[src/rtl/branch_controller_pkg.sv]
// rtl/branch_controller_pkg.sv - shared encodings for the branch controller
//
// Purpose: op encodings, condition codes, flag bit positions, the default
//          return-address-stack depth and the condition evaluation helper.
// Ports:   none (package).
package branch_controller_pkg;

  localparam int RAS_DEPTH_DEFAULT = 8;

  // Instruction op encodings; 5..7 decode as NOP.
  localparam logic [2:0] OP_NOP   = 3'd0;
  localparam logic [2:0] OP_BCOND = 3'd1;
  localparam logic [2:0] OP_JUMP  = 3'd2;
  localparam logic [2:0] OP_CALL  = 3'd3;
  localparam logic [2:0] OP_RET   = 3'd4;

  // Flag register layout {N,Z,F,L,C}.
  localparam int FLAG_N = 4;
  localparam int FLAG_Z = 3;
  localparam int FLAG_F = 2;
  localparam int FLAG_L = 1;
  localparam int FLAG_C = 0;

  typedef enum logic [3:0] {
    CC_EQ = 4'd0,
    CC_NE = 4'd1,
    CC_CS = 4'd2,
    CC_CC = 4'd3,
    CC_HI = 4'd4,
    CC_LS = 4'd5,
    CC_GT = 4'd6,
    CC_LE = 4'd7,
    CC_FS = 4'd8,
    CC_FC = 4'd9,
    CC_LO = 4'd10,
    CC_HS = 4'd11,
    CC_LT = 4'd12,
    CC_GE = 4'd13,
    CC_UC = 4'd14,
    CC_NV = 4'd15
  } cond_e;

  // True when condition code cc holds for flag word f.
  function automatic logic cond_true(input logic [3:0] cc, input logic [4:0] f);
    logic n, z, fl, l, c;
    logic r;
    n  = f[FLAG_N];
    z  = f[FLAG_Z];
    fl = f[FLAG_F];
    l  = f[FLAG_L];
    c  = f[FLAG_C];
    case (cond_e'(cc))
      CC_EQ:   r = z;
      CC_NE:   r = !z;
      CC_CS:   r = c;
      CC_CC:   r = !c;
      CC_HI:   r = l;
      CC_LS:   r = !l;
      CC_GT:   r = n;
      CC_LE:   r = !n;
      CC_FS:   r = fl;
      CC_FC:   r = !fl;
      CC_LO:   r = !l && !z;
      CC_HS:   r = l || z;
      CC_LT:   r = !n && !z;
      CC_GE:   r = n || z;
      CC_UC:   r = 1'b1;
      default: r = 1'b0;
    endcase
    return r;
  endfunction

endpackage

[src/rtl/branch_ras.sv]
// rtl/branch_ras.sv - return-address stack with saturating occupancy
//
// Purpose: LIFO of return addresses. A push on a full stack and a pop on an
//          empty stack are ignored; the caller decides how to flag them.
//          Entry storage is not reset, only the occupancy count.
// Ports:   clk, reset  - clock, synchronous active-high reset
//          push, pop   - stack operations (simultaneous push+pop is a no-op)
//          din         - value pushed
//          dout        - current top entry (valid when !empty)
//          empty, full - occupancy status
module branch_ras
  import branch_controller_pkg::*;
#(
  parameter int DEPTH = RAS_DEPTH_DEFAULT,
  parameter int WIDTH = 16
) (
  input  logic             clk,
  input  logic             reset,
  input  logic             push,
  input  logic             pop,
  input  logic [WIDTH-1:0] din,
  output logic [WIDTH-1:0] dout,
  output logic             empty,
  output logic             full
);

  localparam int PTR_W = $clog2(DEPTH);

  logic [WIDTH-1:0] mem [DEPTH];
  logic [PTR_W:0]   count;
  logic [PTR_W:0]   top;
  logic             do_push;
  logic             do_pop;

  assign empty   = (count == '0);
  assign full    = (count == DEPTH[PTR_W:0]);
  assign do_push = push && !pop && !full;
  assign do_pop  = pop && !push && !empty;

  // Top entry sits one below the occupancy count.
  assign top  = count - 1'b1;
  assign dout = mem[top[PTR_W-1:0]];

  always_ff @(posedge clk) begin
    if (reset) begin
      count <= '0;
    end else if (do_push) begin
      count <= count + 1'b1;
    end else if (do_pop) begin
      count <= count - 1'b1;
    end
  end

  always_ff @(posedge clk) begin
    if (do_push) begin
      mem[count[PTR_W-1:0]] <= din;
    end
  end

endmodule

[src/rtl/branch_controller.sv]
// rtl/branch_controller.sv - branch decision unit with optional return-address stack
//
// Purpose: decodes BCOND/JUMP/CALL/RET, evaluates conditions on the
//          registered flags and issues a registered one-cycle redirect.
//          The instruction following a redirect is in the branch shadow and
//          is ignored. Configuration macro BRANCH_RAS_EN builds the return
//          address stack; without it CALL acts as JUMP, RET as NOP and the
//          overflow/underflow flags read 0.
// Ports:   clk, reset             - clock, synchronous active-high reset
//          instr_valid, pc_in, op - instruction qualifier, PC and opcode
//          cond, disp, tgt_in     - condition code, signed displacement, target
//          flags_in, flags_we     - ALU flags {N,Z,F,L,C} and their write enable
//          branch_addr            - redirect target (held when not taken)
//          sel_next, flush        - one-cycle redirect / squash pulse
//          ras_ovf, ras_unf       - sticky stack overflow / underflow
module branch_controller
  import branch_controller_pkg::*;
#(
  parameter int RAS_DEPTH = RAS_DEPTH_DEFAULT
) (
  input  logic        clk,
  input  logic        reset,
  input  logic        instr_valid,
  input  logic [15:0] pc_in,
  input  logic [2:0]  op,
  input  logic [3:0]  cond,
  input  logic [7:0]  disp,
  input  logic [15:0] tgt_in,
  input  logic [4:0]  flags_in,
  input  logic        flags_we,
  output logic [15:0] branch_addr,
  output logic        sel_next,
  output logic        flush,
  output logic        ras_ovf,
  output logic        ras_unf
);

  if (RAS_DEPTH < 2 || RAS_DEPTH > 16 || (RAS_DEPTH & (RAS_DEPTH - 1)) != 0) begin : g_bad_depth
    $error("RAS_DEPTH must be a power of 2 in 2..16");
  end

  logic [4:0]  flags_q;
  logic        accept;
  logic [15:0] bcond_addr;
  logic        take;
  logic [15:0] take_addr;

  // sel_next high means the instruction now presented is in the shadow.
  assign accept     = instr_valid && !sel_next;
  assign bcond_addr = pc_in + {{8{disp[7]}}, disp};

`ifdef BRANCH_RAS_EN
  logic        ras_push;
  logic        ras_pop;
  logic        ras_empty;
  logic        ras_full;
  logic [15:0] ras_dout;
  logic [15:0] ret_addr;
  logic        ovf_set;
  logic        unf_set;

  assign ret_addr = pc_in + 16'd1;

  branch_ras #(
    .DEPTH (RAS_DEPTH),
    .WIDTH (16)
  ) u_ras (
    .clk   (clk),
    .reset (reset),
    .push  (ras_push),
    .pop   (ras_pop),
    .din   (ret_addr),
    .dout  (ras_dout),
    .empty (ras_empty),
    .full  (ras_full)
  );
`endif

  always_comb begin
    take      = 1'b0;
    take_addr = branch_addr;
`ifdef BRANCH_RAS_EN
    ras_push  = 1'b0;
    ras_pop   = 1'b0;
    ovf_set   = 1'b0;
    unf_set   = 1'b0;
`endif
    if (accept) begin
      case (op)
        OP_BCOND: begin
          if (cond_true(cond, flags_q)) begin
            take      = 1'b1;
            take_addr = bcond_addr;
          end
        end
        OP_JUMP: begin
          take      = 1'b1;
          take_addr = tgt_in;
        end
        OP_CALL: begin
          // The jump is taken even when the return address cannot be saved.
          take      = 1'b1;
          take_addr = tgt_in;
`ifdef BRANCH_RAS_EN
          if (ras_full) begin
            ovf_set  = 1'b1;
          end else begin
            ras_push = 1'b1;
          end
`endif
        end
        OP_RET: begin
`ifdef BRANCH_RAS_EN
          if (ras_empty) begin
            unf_set   = 1'b1;
          end else begin
            take      = 1'b1;
            take_addr = ras_dout;
            ras_pop   = 1'b1;
          end
`endif
        end
        default: begin
        end
      endcase
    end
  end

  always_ff @(posedge clk) begin
    if (reset) begin
      flags_q     <= '0;
      branch_addr <= '0;
      sel_next    <= 1'b0;
      flush       <= 1'b0;
    end else begin
      // Conditions above saw the old flags; the new ones apply next cycle.
      if (flags_we) begin
        flags_q <= flags_in;
      end
      sel_next <= take;
      flush    <= take;
      if (take) begin
        branch_addr <= take_addr;
      end
    end
  end

`ifdef BRANCH_RAS_EN
  always_ff @(posedge clk) begin
    if (reset) begin
      ras_ovf <= 1'b0;
      ras_unf <= 1'b0;
    end else begin
      if (ovf_set) begin
        ras_ovf <= 1'b1;
      end
      if (unf_set) begin
        ras_unf <= 1'b1;
      end
    end
  end
`else
  assign ras_ovf = 1'b0;
  assign ras_unf = 1'b0;
`endif

endmodule

[config.mk]
export PLATFORM = sky130hd
export DESIGN_NAME = branch_controller
export DESIGN_NICKNAME = d
export VERILOG_FILES = /design/src/rtl/branch_controller_pkg.sv /design/src/rtl/branch_ras.sv /design/src/rtl/branch_controller.sv
export SDC_FILE = /design/constraint.sdc
export NUM_CORES = 1
export LEC_CHECK = 0
export ABC_AREA = 1
export CORE_MARGIN = 4
export CORE_UTILIZATION = 50
export CTS_CLUSTER_DIAMETER = 30
export DETAILED_ROUTE_END_ITERATION = 16
export GPL_TIMING_DRIVEN = 0
export PLACE_DENSITY = 0.93
export SKIP_CTS_REPAIR_TIMING = 1
export SLEW_MARGIN = 20
export SYNTH_ARGS = -nofsm -noshare
export SYNTH_HDL_FRONTEND = slang
export SYNTH_HIERARCHICAL = 1
export SYNTH_SLANG_ARGS = --single-unit
[constraint.sdc]
create_clock -name clk -period 3.1 [get_ports clk]
set_input_delay 0.62 -clock clk [delete_from_list [all_inputs] [get_ports clk]]
set_output_delay 0.62 -clock clk [all_outputs]
set_load 0.005 [all_outputs]
Word-level counts from Yosys, hierarchy flattened
Cells that the tools add are included.
- register bits after elaboration: 22
- input port bits: 56
- output and inout port bits: 20
- logic and storage cells: 45
- $add $sub $neg: 1
- eq/ne operators: 18
- mux-type cells: 8
- reductions and logical operators: 15
- operators by type and width (cell ; number):
    $pmux W16 S2 ; 1
    $eq A4 B4 Y1 const B ; 7
    $add A16 B16 Y16 ; 1
    $eq A4 B3 Y1 const B ; 4
    $mux W16 ; 1
    $pmux W1 S15 ; 1
    $eq A4 B2 Y1 const B ; 2
    $eq A3 B2 Y1 const B ; 2
    $logic_not A1 Y1 ; 6
    $eq A4 B1 Y1 const B ; 1
    $logic_not A4 Y1 ; 1
    $mux W1 ; 4
    $reduce_and A4 Y1 ; 1
    $eq A3 B1 Y1 const B ; 1
    $logic_and A1 B1 Y1 ; 3
    $logic_or A1 B1 Y1 ; 2
    $ne A2 B2 Y1 const B ; 1
    $pmux W1 S2 ; 1
    $reduce_bool A2 Y1 ; 1
    $reduce_or A2 Y1 ; 1

Longest topological paths before layout
Gate-level depths: netlist of the first run.
- word-level depth: 9
- gate-level depth with buffers: 15
- gate-level depth less buffers: 15

Worst setup path before layout of the first run
Ideal clock, no wire load.
- path type: input-to-reg
- start: input port pc_in[0]
- end: register branch_addr[14]
- arrival time: 2.021 ns
- slack: 0.969 ns
- cell stages on the path: 15
- path buffers: 0
- cell sequence: ha_1 inv_1 fa_1 inv_1 nand3_1 nand2_1 nand2_1 nand2_1 nand3_1 nand2_1 nand2_1 nand3_1 nand2_1 nor2_4 nor2_2
- word-level cells in the longest chain between the ends: 3
- ends and longest elaborated chain (element ; RTL line ; text):
    start: declaration ; branch_controller.sv:24 ; input logic [15:0] pc_in,
    $add A16 B16 Y16 ; branch_controller.sv:50 ; assign bcond_addr = pc_in + {{8{disp[7]}}, disp};
    $mux W16 ; branch_controller.sv:91 ; if (cond_true(cond, flags_q)) begin
    $pmux W16 S2 ; branch_controller.sv:89 ; case (op)
    end signal: assignment ; branch_controller.sv:143 ; branch_addr <= take_addr;
    end: declaration ; branch_controller.sv:31 ; output logic [15:0] branch_addr,
Every way passes these cells. The select of a mux whose other input is x is not followed.
A chain may end at the register's enable or synchronous reset.

Worst setup path in the final report of the first run
Ends and elaborated chain as after synthesis.

==> results of run 1 <==
-- worst min-delay path by stage --
| stage | end | slack, ps | cells past startpoint |
|---|---|---|---|
| floorplan | flags_q[0] | 440 | 2 |
| global placement | flags_q[0] | 460 | 2 |
| detailed placement | flags_q[0] | 470 | 2 |
| CTS | branch_addr[7] | 490 | 2 |
| global route | branch_addr[5] | 500 | 2 |
| finish | branch_addr[3] | 490 | 2 |
-- metal layers --
layer,global-route usage [%],vias up,wire length (um)
li1,-,1329,-
met1,25.5,1107,2510
met2,40.4,69,2990
met3,5.00,14,380
met4,4.35,0,121
met5,0,-,0
-- cell type report --
| class | count | area (um2) | share of cell area, % |
|---|---|---|---|
| inverters | 48 | 180 | 5.96 |
| multi-input cells | 291 | 1490 | 49.2 |
| clock buffers | 3 | 41.3 | 1.37 |
| flip-flops and latches | 22 | 440 | 14.6 |
| plain buffers | 13 | 100 | 3.31 |
| repair buffers | 71 | 711 | 23.5 |
| well taps | 50 | 62.6 | 2.07 |
-- registers in the layout, summed over array words and instances, names as in the netlist --
register,cells
flags_q,5
flush,1
branch_addr,16
-- report_power, final --
group | switching (mW) | leakage [nW] | internal [mW]
clock | 0.0860 | 0.0216 | 0.0866
sequential | 0.0107 | 0.181 | 0.302
combinational | 0.209 | 1.29 | 0.193
-- through the flow --
stage	instance area, um2	hold slack (ps)	power (mW)	setup slack [ps]	util, %
after floorplan	2210	443	0.563	969	-
after global placement	2980	458	0.710	314	72.0
after detailed placement	2980	470	0.719	265	72.0
after CTS	3020	489	0.891	544	73.0
after global routing	3020	502	0.952	388	73.0
final	3020	489	0.887	529	73.0
-- cell families (layout without fill, tap and decap cells) --
family	Yosys count	count (layout)	synth area share, %
AND/OR/NAND/NOR	223	223	45.2
buffers and inverters	61	135	12.7
AO/OA/AOI/OAI	46	46	10.9
multiplexers	1	1	0.454
flip-flops	22	22	20.0
XOR/XNOR	3	3	1.19
adder cells (fa/ha/maj)	16	16	9.42
other	1	2	0.170
-- tightest hold or removal path, stage by stage (launching register included) --
cell and delay [ps]:
dfxtp_1 330, a21oi_1 40, nor2_1 80
-- synth_stat cells (3+ instances only) --
master      n  area, um2
a21oi_1    25        125
nor2_1     38        143
nor2_2     10       62.6
o21ai_0    17       85.1
buf_4       3       22.5
dfxtp_1    22        440
ha_1       15        188
buf_6       3       33.8
inv_1      46        173
clkbuf_1    5       18.8
nor2_4      3       33.8
nand3_1    45        225
nand2_1   114        428
==> run_results.csv, run 1 <==
group,metric,value,unit
status,status,"complete, no violations",
placement,dp.cells,495,
worst_setup_path,cp.required,3260,ps
worst_setup_path,max_stage_delay,470,ps
global_routing,grt-ovfl-total,0,
worst_setup_path,endpoint,"branch_addr[14]",
final_layout,post_layout_nonfiller_instances,498,
detailed_routing,drt_wl_total,6.00,mm
floorplanning,rows,23,
detailed_routing,drt_iter0_drc,105,
logic_synthesis,synth-edff-count,0,
clocking,cts_buffers,3,
detailed_routing,drtPass1Iterations,5,
clocking,htreeDepth,1,
worst_setup_path,setup.worst_path.class,"in -> reg",
timing,period_needed,2570,ps
logic_synthesis,ys_ff_latch,22,
clocking,clk_latency,260,ps
worst_setup_path,cp_common_cell,"nand2_1",
timing,finalSetupViolCount,0,
placement,numPortBuffers,71,
worst_setup_path,cp-start-kind,"input pin",
timing,finalSetupTns,0,ps
power_and_ir_drop,power.density,293,mW/mm2
worst_setup_path,arrival,2730,ps
detailed_routing,drc,0,
power_and_ir_drop,power.leakage,1.49,nW
detailed_routing,route.antenna.remaining_nets,0,
final_layout,fillers,358,
worst_setup_path,rrSetupSlack,1500,ps
logic_synthesis,seq_area_frac_synth,20.0,%
logic_synthesis,syn-cell-area,0.00221,mm2
global_routing,antenna_found_initial,0,
worst_setup_path,cp-startpoint,"pc_in[0]",
final_layout,insertedDiodeCount,0,
placement,gp_congestion,0.831,
worst_setup_path,cp_slowest_cell,"clkdlybuf4s50_1",
worst_setup_path,end_kind,"flip-flop",
worst_setup_path,timing.rr.end,"branch_addr[7]",
detailed_routing,via_per_inst,5.06,
global_routing,grt_util_all_layers,21.8,%
worst_setup_path,reg2reg_depth,5,
logic_synthesis,yosys_warnings,6,
timing,worst_slew_pin_slew,636,ps
hold_path,hp-start,"branch_addr[3]",
floorplanning,dieArea,0.00554,mm2
timing,slew_headroom,57.4,%
worst_setup_path,path_delay_family,"simple AND/OR/NAND/NOR gates",
logic_synthesis,ys_types,33,
logic_synthesis,ys.flop_type,"dfxtp_1",
final_layout,drive_gt1_share,7.37,%
global_routing,grt_start_max_net_pins,12,
hold_path,hold_path.class,"reg -> reg",
floorplanning,core,0.00414,mm2
floorplanning,start_util,53.2,%
worst_setup_path,cp_max_fo,4,
logic_synthesis,syn_avg_cell_area,5.91,um2
floorplanning,pin_count,76,
timing,clock.fmax,0.389,GHz
final_layout,final_nets,522,
logic_synthesis,syn-instance-count,373,
clocking,cts_tree,"yes",
worst_setup_path,critPathBufInv,3,
worst_setup_path,r2r_start,"flush",
timing,skew,1.93,ps
global_routing,grt_pass1_wl,9.54,mm
detailed_routing,wl_per_cell,12.1,um
clocking,clkSinkCount,22,
clocking,root_buffer,"clkbuf_8",
job,drv_cap,0,
timing,post-route-period-util,82.9,%
placement,dp_hpwl,5.13,mm
worst_setup_path,cp.depth,16,
detailed_routing,route.vias.total,2519,
clocking,clockBufferDepth,2,
final_layout,final_cell_mix,"nand2_1 (114), clkdlybuf4s50_1 (71), inv_1 (46)",
timing,rsz0062_at_grt,"false",
logic_synthesis,async_flop_share,0,%
floorplanning,fp.dieW,74.4,um
final_layout,layout_commonest_cell,"nand2_1",
floorplanning,die_h,74.4,um
worst_setup_path,path_cells,"clkdlybuf4s50_1 > ha_1 > inv_1 > fa_1 > inv_1 > nand3_1 > nand2_1 > nand2_1 > nand2_1 > nand3_1 > nand2_1 > nand2_1 > nand3_1 > nand2_1 > nor2_4 > nor2_2",
final_layout,areaGrowthSynthToFinish,37.1,%
power_and_ir_drop,ir_drop,0.215,mV
timing,final_max_slew_viol_count,0,
global_routing,first_global_vias,2262,
clocking,clk_pin_slew,70,ps
timing,finalHoldViolCount,0,
No activity file was read; power rests on OpenSTA's default activity.
==> run 2, diff against run 1 <==
--- a/config.mk
+++ b/config.mk
@@ -7,11 +7,11 @@
 export LEC_CHECK = 0
 export ABC_AREA = 1
 export CORE_MARGIN = 4
-export CORE_UTILIZATION = 50
+export CORE_UTILIZATION = 46
 export CTS_CLUSTER_DIAMETER = 30
 export DETAILED_ROUTE_END_ITERATION = 16
 export GPL_TIMING_DRIVEN = 0
-export PLACE_DENSITY = 0.93
+export PLACE_DENSITY = 0.87
 export SKIP_CTS_REPAIR_TIMING = 1
 export SLEW_MARGIN = 20
 export SYNTH_ARGS = -nofsm -noshare
==> constraint.sdc (replaced) <==
create_clock -name clk -period 2.5 [get_ports clk]
set_input_delay 0.5 -clock clk [delete_from_list [all_inputs] [get_ports clk]]
set_output_delay 0.5 -clock clk [all_outputs]
set_load 0.005 [all_outputs]
==> run 2 against run 1 <==
  * Hold slack lost 9.4 ps
  * Critical path depth unchanged
  * Setup slack worse by 330 ps
  * Clock-buffer cell count unchanged
  * Critical path type unchanged
  * Largest cell class unchanged
==> run_results.csv, run 2 (synthesis gave the netlist of run 1 again) <==
group,metric,value,unit
timing,worst_slew_pin_slew,634,ps
timing,fin_ws,197,ps
hold_path,hold_path.class,"reg -> reg",
worst_setup_path,setup.worst_path.class,"in -> reg",
floorplanning,dieArea,0.00597,mm2
detailed_routing,drt_iter0_drc,127,
detailed_routing,drt_wl_total,5.72,mm
worst_setup_path,cp-startpoint,"pc_in[0]",
detailed_routing,via_per_inst,5.03,
worst_setup_path,endpoint,"branch_addr[14]",
timing,period_needed,2300,ps
detailed_routing,drc,0,
floorplanning,core,0.00450,mm2
clocking,root_buffer,"clkbuf_8",
worst_setup_path,path_cells,"clkdlybuf4s50_1 > ha_1 > inv_1 > fa_2 > inv_1 > nand3_1 > nand2_2 > nand2_1 > nand2_1 > nand3_1 > nand2_1 > nand2_1 > nand3_1 > nand2_1 > nor2_4 > nor2_2",
timing,post-route-period-util,92.1,%
detailed_routing,wl_per_cell,11.4,um
detailed_routing,drtPass1Iterations,4,
floorplanning,fp.dieW,77.3,um
worst_setup_path,cp_common_cell,"nand2_1",
timing,clock.fmax,0.434,GHz
placement,numPortBuffers,71,
timing,skew,0.713,ps
clocking,clk_pin_slew,80,ps
power_and_ir_drop,power.leakage,1.52,nW
timing,final_max_slew_viol_count,0,
clocking,clockBufferDepth,2,
final_layout,design_area,0.00307,mm2
final_layout,drive_gt1_share,8.22,%
final_layout,post_layout_nonfiller_instances,502,
timing,fin_hold_ws,479,ps
clocking,clk_latency,260,ps
worst_setup_path,critPathBufInv,3,
floorplanning,pin_count,76,
global_routing,first_global_vias,2389,
timing,finalSetupTns,0,ps
placement,dp_hpwl,4.81,mm
worst_setup_path,cp-start-kind,"input pin",
timing,slew_headroom,57.5,%
worst_setup_path,cp.depth,16,
worst_setup_path,cp.required,2670,ps
final_layout,final_cell_mix,"nand2_1 (113), clkdlybuf4s50_1 (70), inv_1 (46)",
final_layout,insertedDiodeCount,0,
clocking,cts_buffers,3,
floorplanning,start_util,49.0,%
placement,dp.cells,497,
placement,pre_cts_slack,-171,ps
global_routing,grt_pass1_wl,9.89,mm
status,status,"complete, no violations",
worst_setup_path,reg2reg_depth,5,
worst_setup_path,arrival,2470,ps
final_layout,layout_commonest_cell,"nand2_1",
final_layout,max_flop_register,"branch_addr",
global_routing,grt-ovfl-total,0,
floorplanning,rows,24,
global_routing,grt_start_max_net_pins,14,
final_layout,largestRegisters,"branch_addr x16, flags_q x5, flush x1",
global_routing,antenna_found_initial,0,
power_and_ir_drop,finalPower,1.22,mW
floorplanning,die_h,77.3,um
placement,place_area,0.00299,mm2
detailed_routing,route.vias.total,2524,
power_and_ir_drop,power.density,396,mW/mm2
worst_setup_path,rrSetupSlack,900,ps
detailed_routing,route.antenna.remaining_nets,0,
worst_setup_path,max_stage_delay,460,ps
final_layout,largest_reg_flops,16,
worst_setup_path,cp_max_fo,4,
global_routing,grt_util_all_layers,19.5,%
worst_setup_path,cp_slowest_cell,"clkdlybuf4s50_1",
clocking,htreeDepth,1,
job,drv_cap,0,
final_layout,fin_util,68.2,%
worst_setup_path,end_kind,"flip-flop",
final_layout,final_nets,523,
power_and_ir_drop,ir_drop,0.200,mV
timing,finalSetupViolCount,0,
worst_setup_path,timing.rr.end,"branch_addr[2]",
clocking,cts_tree,"yes",
worst_setup_path,r2r_start,"flush",
final_layout,areaGrowthSynthToFinish,39.3,%
clocking,clkSinkCount,22,
worst_setup_path,path_delay_family,"simple AND/OR/NAND/NOR gates",
timing,finalHoldViolCount,0,
placement,gp_congestion,0.984,
==> run 2: changes by cell type in the layout (fill, tap and decap cells not counted) <==
cell             before  now
buf_4                 3    4
bufinv_16             0    1
clkdlybuf4s50_1      71   70
dlymetal6s2s_1        0    1
fa_1                  1    0
fa_2                  0    1
nand2_1             114  113
nand2_2               2    3
==> run 2: power breakdown <==
| part | leakage (nW) | internal [mW] | switching (mW) |
|---|---|---|---|
| Sequential | 0.181 | 0.374 | 0.0132 |
| Combinational | 1.30 | 0.242 | 0.258 |
| Clock | 0.0357 | 0.214 | 0.117 |
==> run 2: how the worst min path moves through the flow <==
stage                         from              to  depth (start not counted)
floorplan               flags_q[0]      flags_q[0]                          2
global placement    branch_addr[7]  branch_addr[7]                          2
detailed placement      flags_q[0]      flags_q[0]                          2
CTS                     flags_q[0]      flags_q[0]                          2
global route            flags_q[0]      flags_q[0]                          2
finish                  flags_q[0]      flags_q[0]                          2
==> run 2: per-layer routing <==
layer / wire length, um / track usage (%) / vias up / part of all wire [%]
met4: 126 / 7.47 / 0 / 2.2
met5: 0 / 0 / - / 0
met3: 235 / 1.52 / 11 / 4.1
met2: 2900 / 35.6 / 70 / 51
li1: - / - / 1332 / -
met1: 2460 / 23.6 / 1111 / 43
==> run 2: worst min-delay path, stage by stage (launching register included) <==
cell,delay (ps)
dfxtp_1,320
inv_1,70
a21oi_1,50
==> run 2: area by class of cell <==
class / count / area (um2)
inverters: 48 / 180
plain buffers: 13 / 100
well taps: 52 / 65.1
clock inverters: 1 / 30.0
flip-flops and latches: 22 / 440
clock buffers: 3 / 41.3
multi-input cells: 291 / 1490
repair buffers: 72 / 721
fillers: 396 / 1430
==> run 3, diff against run 2 <==
--- a/config.mk
+++ b/config.mk
@@ -11,6 +11,7 @@
 export CTS_CLUSTER_DIAMETER = 30
 export DETAILED_ROUTE_END_ITERATION = 16
 export GPL_TIMING_DRIVEN = 0
+export MAX_ROUTING_LAYER = met4
 export PLACE_DENSITY = 0.87
 export SKIP_CTS_REPAIR_TIMING = 1
 export SLEW_MARGIN = 20
==> run 3 against run 2 <==
  * Total power down 0.55%
  * Utilization down 0.17 points
  * Non-clock buffer count shrank 1
  * Sequential power about the same
  * Hold slack improved by 7.2 ps
  * Combinational power about the same
  * Die area is the same
  * Clock skew up 3.7 ps
==> run_results.csv, run 3 (synthesis gave the netlist of run 1 again) <==
group,metric,value,unit
placement,gp_congestion,1.01,
worst_setup_path,cp-start-kind,"input pin",
clocking,cts_tree,"yes",
final_layout,final_cell_mix,"nand2_1 (113), clkdlybuf4s50_1 (70), inv_1 (46)",
worst_setup_path,cp_max_fo,4,
worst_setup_path,path_cells,"clkdlybuf4s50_1 > ha_1 > inv_1 > fa_2 > inv_1 > nand3_1 > nand2_2 > nand2_1 > nand2_1 > nand3_1 > nand2_1 > nand2_1 > nand3_1 > nand2_1 > nor2_4 > nor2_2",
worst_setup_path,cp_common_cell,"nand2_1",
clocking,htreeDepth,1,
worst_setup_path,end_kind,"flip-flop",
floorplanning,rows,24,
detailed_routing,wl_per_cell,11.5,um
final_layout,multi_input_area,0.00149,mm2
global_routing,grt-ovfl-total,0,
floorplanning,fp.dieW,77.3,um
timing,final_max_slew_viol_count,0,
detailed_routing,drtPass1Iterations,5,
power_and_ir_drop,comb_power_share,41.2,%
final_layout,largest_reg_flops,16,
power_and_ir_drop,p_clk_share,26.9,%
job,drv_cap,0,
worst_setup_path,max_stage_delay,460,ps
power_and_ir_drop,finalPower,1.21,mW
worst_setup_path,path_delay_family,"simple AND/OR/NAND/NOR gates",
global_routing,antenna_found_initial,0,
placement,numPortBuffers,71,
floorplanning,start_util,49.0,%
floorplanning,dieArea,0.00597,mm2
worst_setup_path,cp_slowest_cell,"clkdlybuf4s50_1",
final_layout,insertedDiodeCount,0,
detailed_routing,drt_iter0_drc,117,
global_routing,first_global_vias,2393,
detailed_routing,route.antenna.remaining_nets,0,
power_and_ir_drop,switching_share,31.6,%
detailed_routing,route.vias.total,2487,
final_layout,areaGrowthSynthToFinish,38.9,%
timing,finalSetupViolCount,0,
clocking,clk_latency,260,ps
final_layout,layout_commonest_cell,"nand2_1",
final_layout,drive_gt1_share,8.02,%
power_and_ir_drop,p_int,0.828,mW
global_routing,grt_pass1_wl,9.74,mm
worst_setup_path,arrival,2470,ps
detailed_routing,drc,0,
timing,skew,4.39,ps
clocking,cts_buffers,3,
worst_setup_path,setup.worst_path.class,"in -> reg",
worst_setup_path,cp.required,2670,ps
detailed_routing,via_per_inst,4.96,
power_and_ir_drop,power.leakage,1.52,nW
floorplanning,pin_count,76,
power_and_ir_drop,ir_drop,0.257,mV
timing,fin_hold_ws,487,ps
global_routing,grt_start_max_net_pins,14,
timing,slew_headroom,55.9,%
timing,rsz0062_at_grt,"false",
power_and_ir_drop,power.density,395,mW/mm2
clocking,clk_pin_slew,80,ps
final_layout,fillers,413,
power_and_ir_drop,switchingPower,0.383,mW
final_layout,largestRegisters,"branch_addr x16, flags_q x5, flush x1",
timing,finalHoldViolCount,0,
final_layout,max_flop_register,"branch_addr",
detailed_routing,drt_wl_total,5.77,mm
final_layout,final_nets,522,
hold_path,hold_path.class,"reg -> reg",
timing,clock.fmax,0.435,GHz
global_routing,grt_util_all_layers,19.8,%
clocking,clkSinkCount,22,
clocking,clockBufferDepth,2,
clocking,root_buffer,"clkbuf_8",
floorplanning,die_h,77.3,um
timing,post-route-period-util,92.0,%
timing,worst_slew_pin_slew,659,ps
floorplanning,core,0.00450,mm2
status,status,"complete, no violations",
power_and_ir_drop,seqPwrFrac,31.9,%
final_layout,seqCellArea,440,um2
placement,dp_hpwl,4.90,mm
worst_setup_path,rrSetupSlack,890,ps
timing,period_needed,2300,ps
worst_setup_path,critPathBufInv,3,
[run 3: cell count changes in the layout (fill, tap and decap cells not counted), sizes merged]
cell  delta
buf      -1
[run 3: worst paths after layout]
| check | start | endpoint | cells after the start |
|---|---|---|---|
| max | pc_in[0] | branch_addr[14] | 16 |
| min | branch_addr[8] | branch_addr[8] | 2 |
| max reg2reg | flush | branch_addr[7] | 5 |
| min reg2reg | branch_addr[8] | branch_addr[8] | 2 |
[run 3: final cells by class]
class | count | share of cell area (%)
Timing Repair Buffer | 71 | 23.3
Sequential cell | 22 | 14.4
Multi-Input combinational cell | 291 | 48.8
Clock buffer | 3 | 1.35
Tap cell | 52 | 2.12
Inverter | 48 | 5.88
Buffer | 13 | 3.27
Clock inverter | 1 | 0.980
[run 3: metal layers]
layer	up-vias	track usage [%]	routed length, um
li1	1334	-	-
met1	1049	22.3	2360
met5	-	-	0
met3	13	1.76	306
met4	0	7.83	146
met2	91	35.8	2950
[run 3: tightest hold or removal path, cell delays in order, from the launching register on]
cell	delay, ps
dfxtp_1	330
a21oi_1	40
nor2_1	80
[run 3: power groups by stage]
stage	sequential (mW)	combinational (mW)	clock, mW
after detailed placement	0.395	0.494	0
after floorplan	0.395	0.303	0
after CTS	0.387	0.497	0.331
final	0.387	0.498	0.326
after global routing	0.390	0.562	0.349
after global placement	0.395	0.484	0
[run 3: stage by stage]
step / setup TNS, ps / worst slack [ps] / cell area [um2] / utilization [%] / std cells
after floorplan: 0 / 489 / 2210 / - / 374
after global placement: -443 / -134 / 2990 / 66.3 / 497
after detailed placement: -866 / -170 / 2990 / 66.3 / 497
after CTS: 0 / 107 / 3060 / 67.9 / 501
after global routing: 0 / 44.5 / 3060 / 68.0 / 501
final: 0 / 199 / 3060 / 68.0 / 501
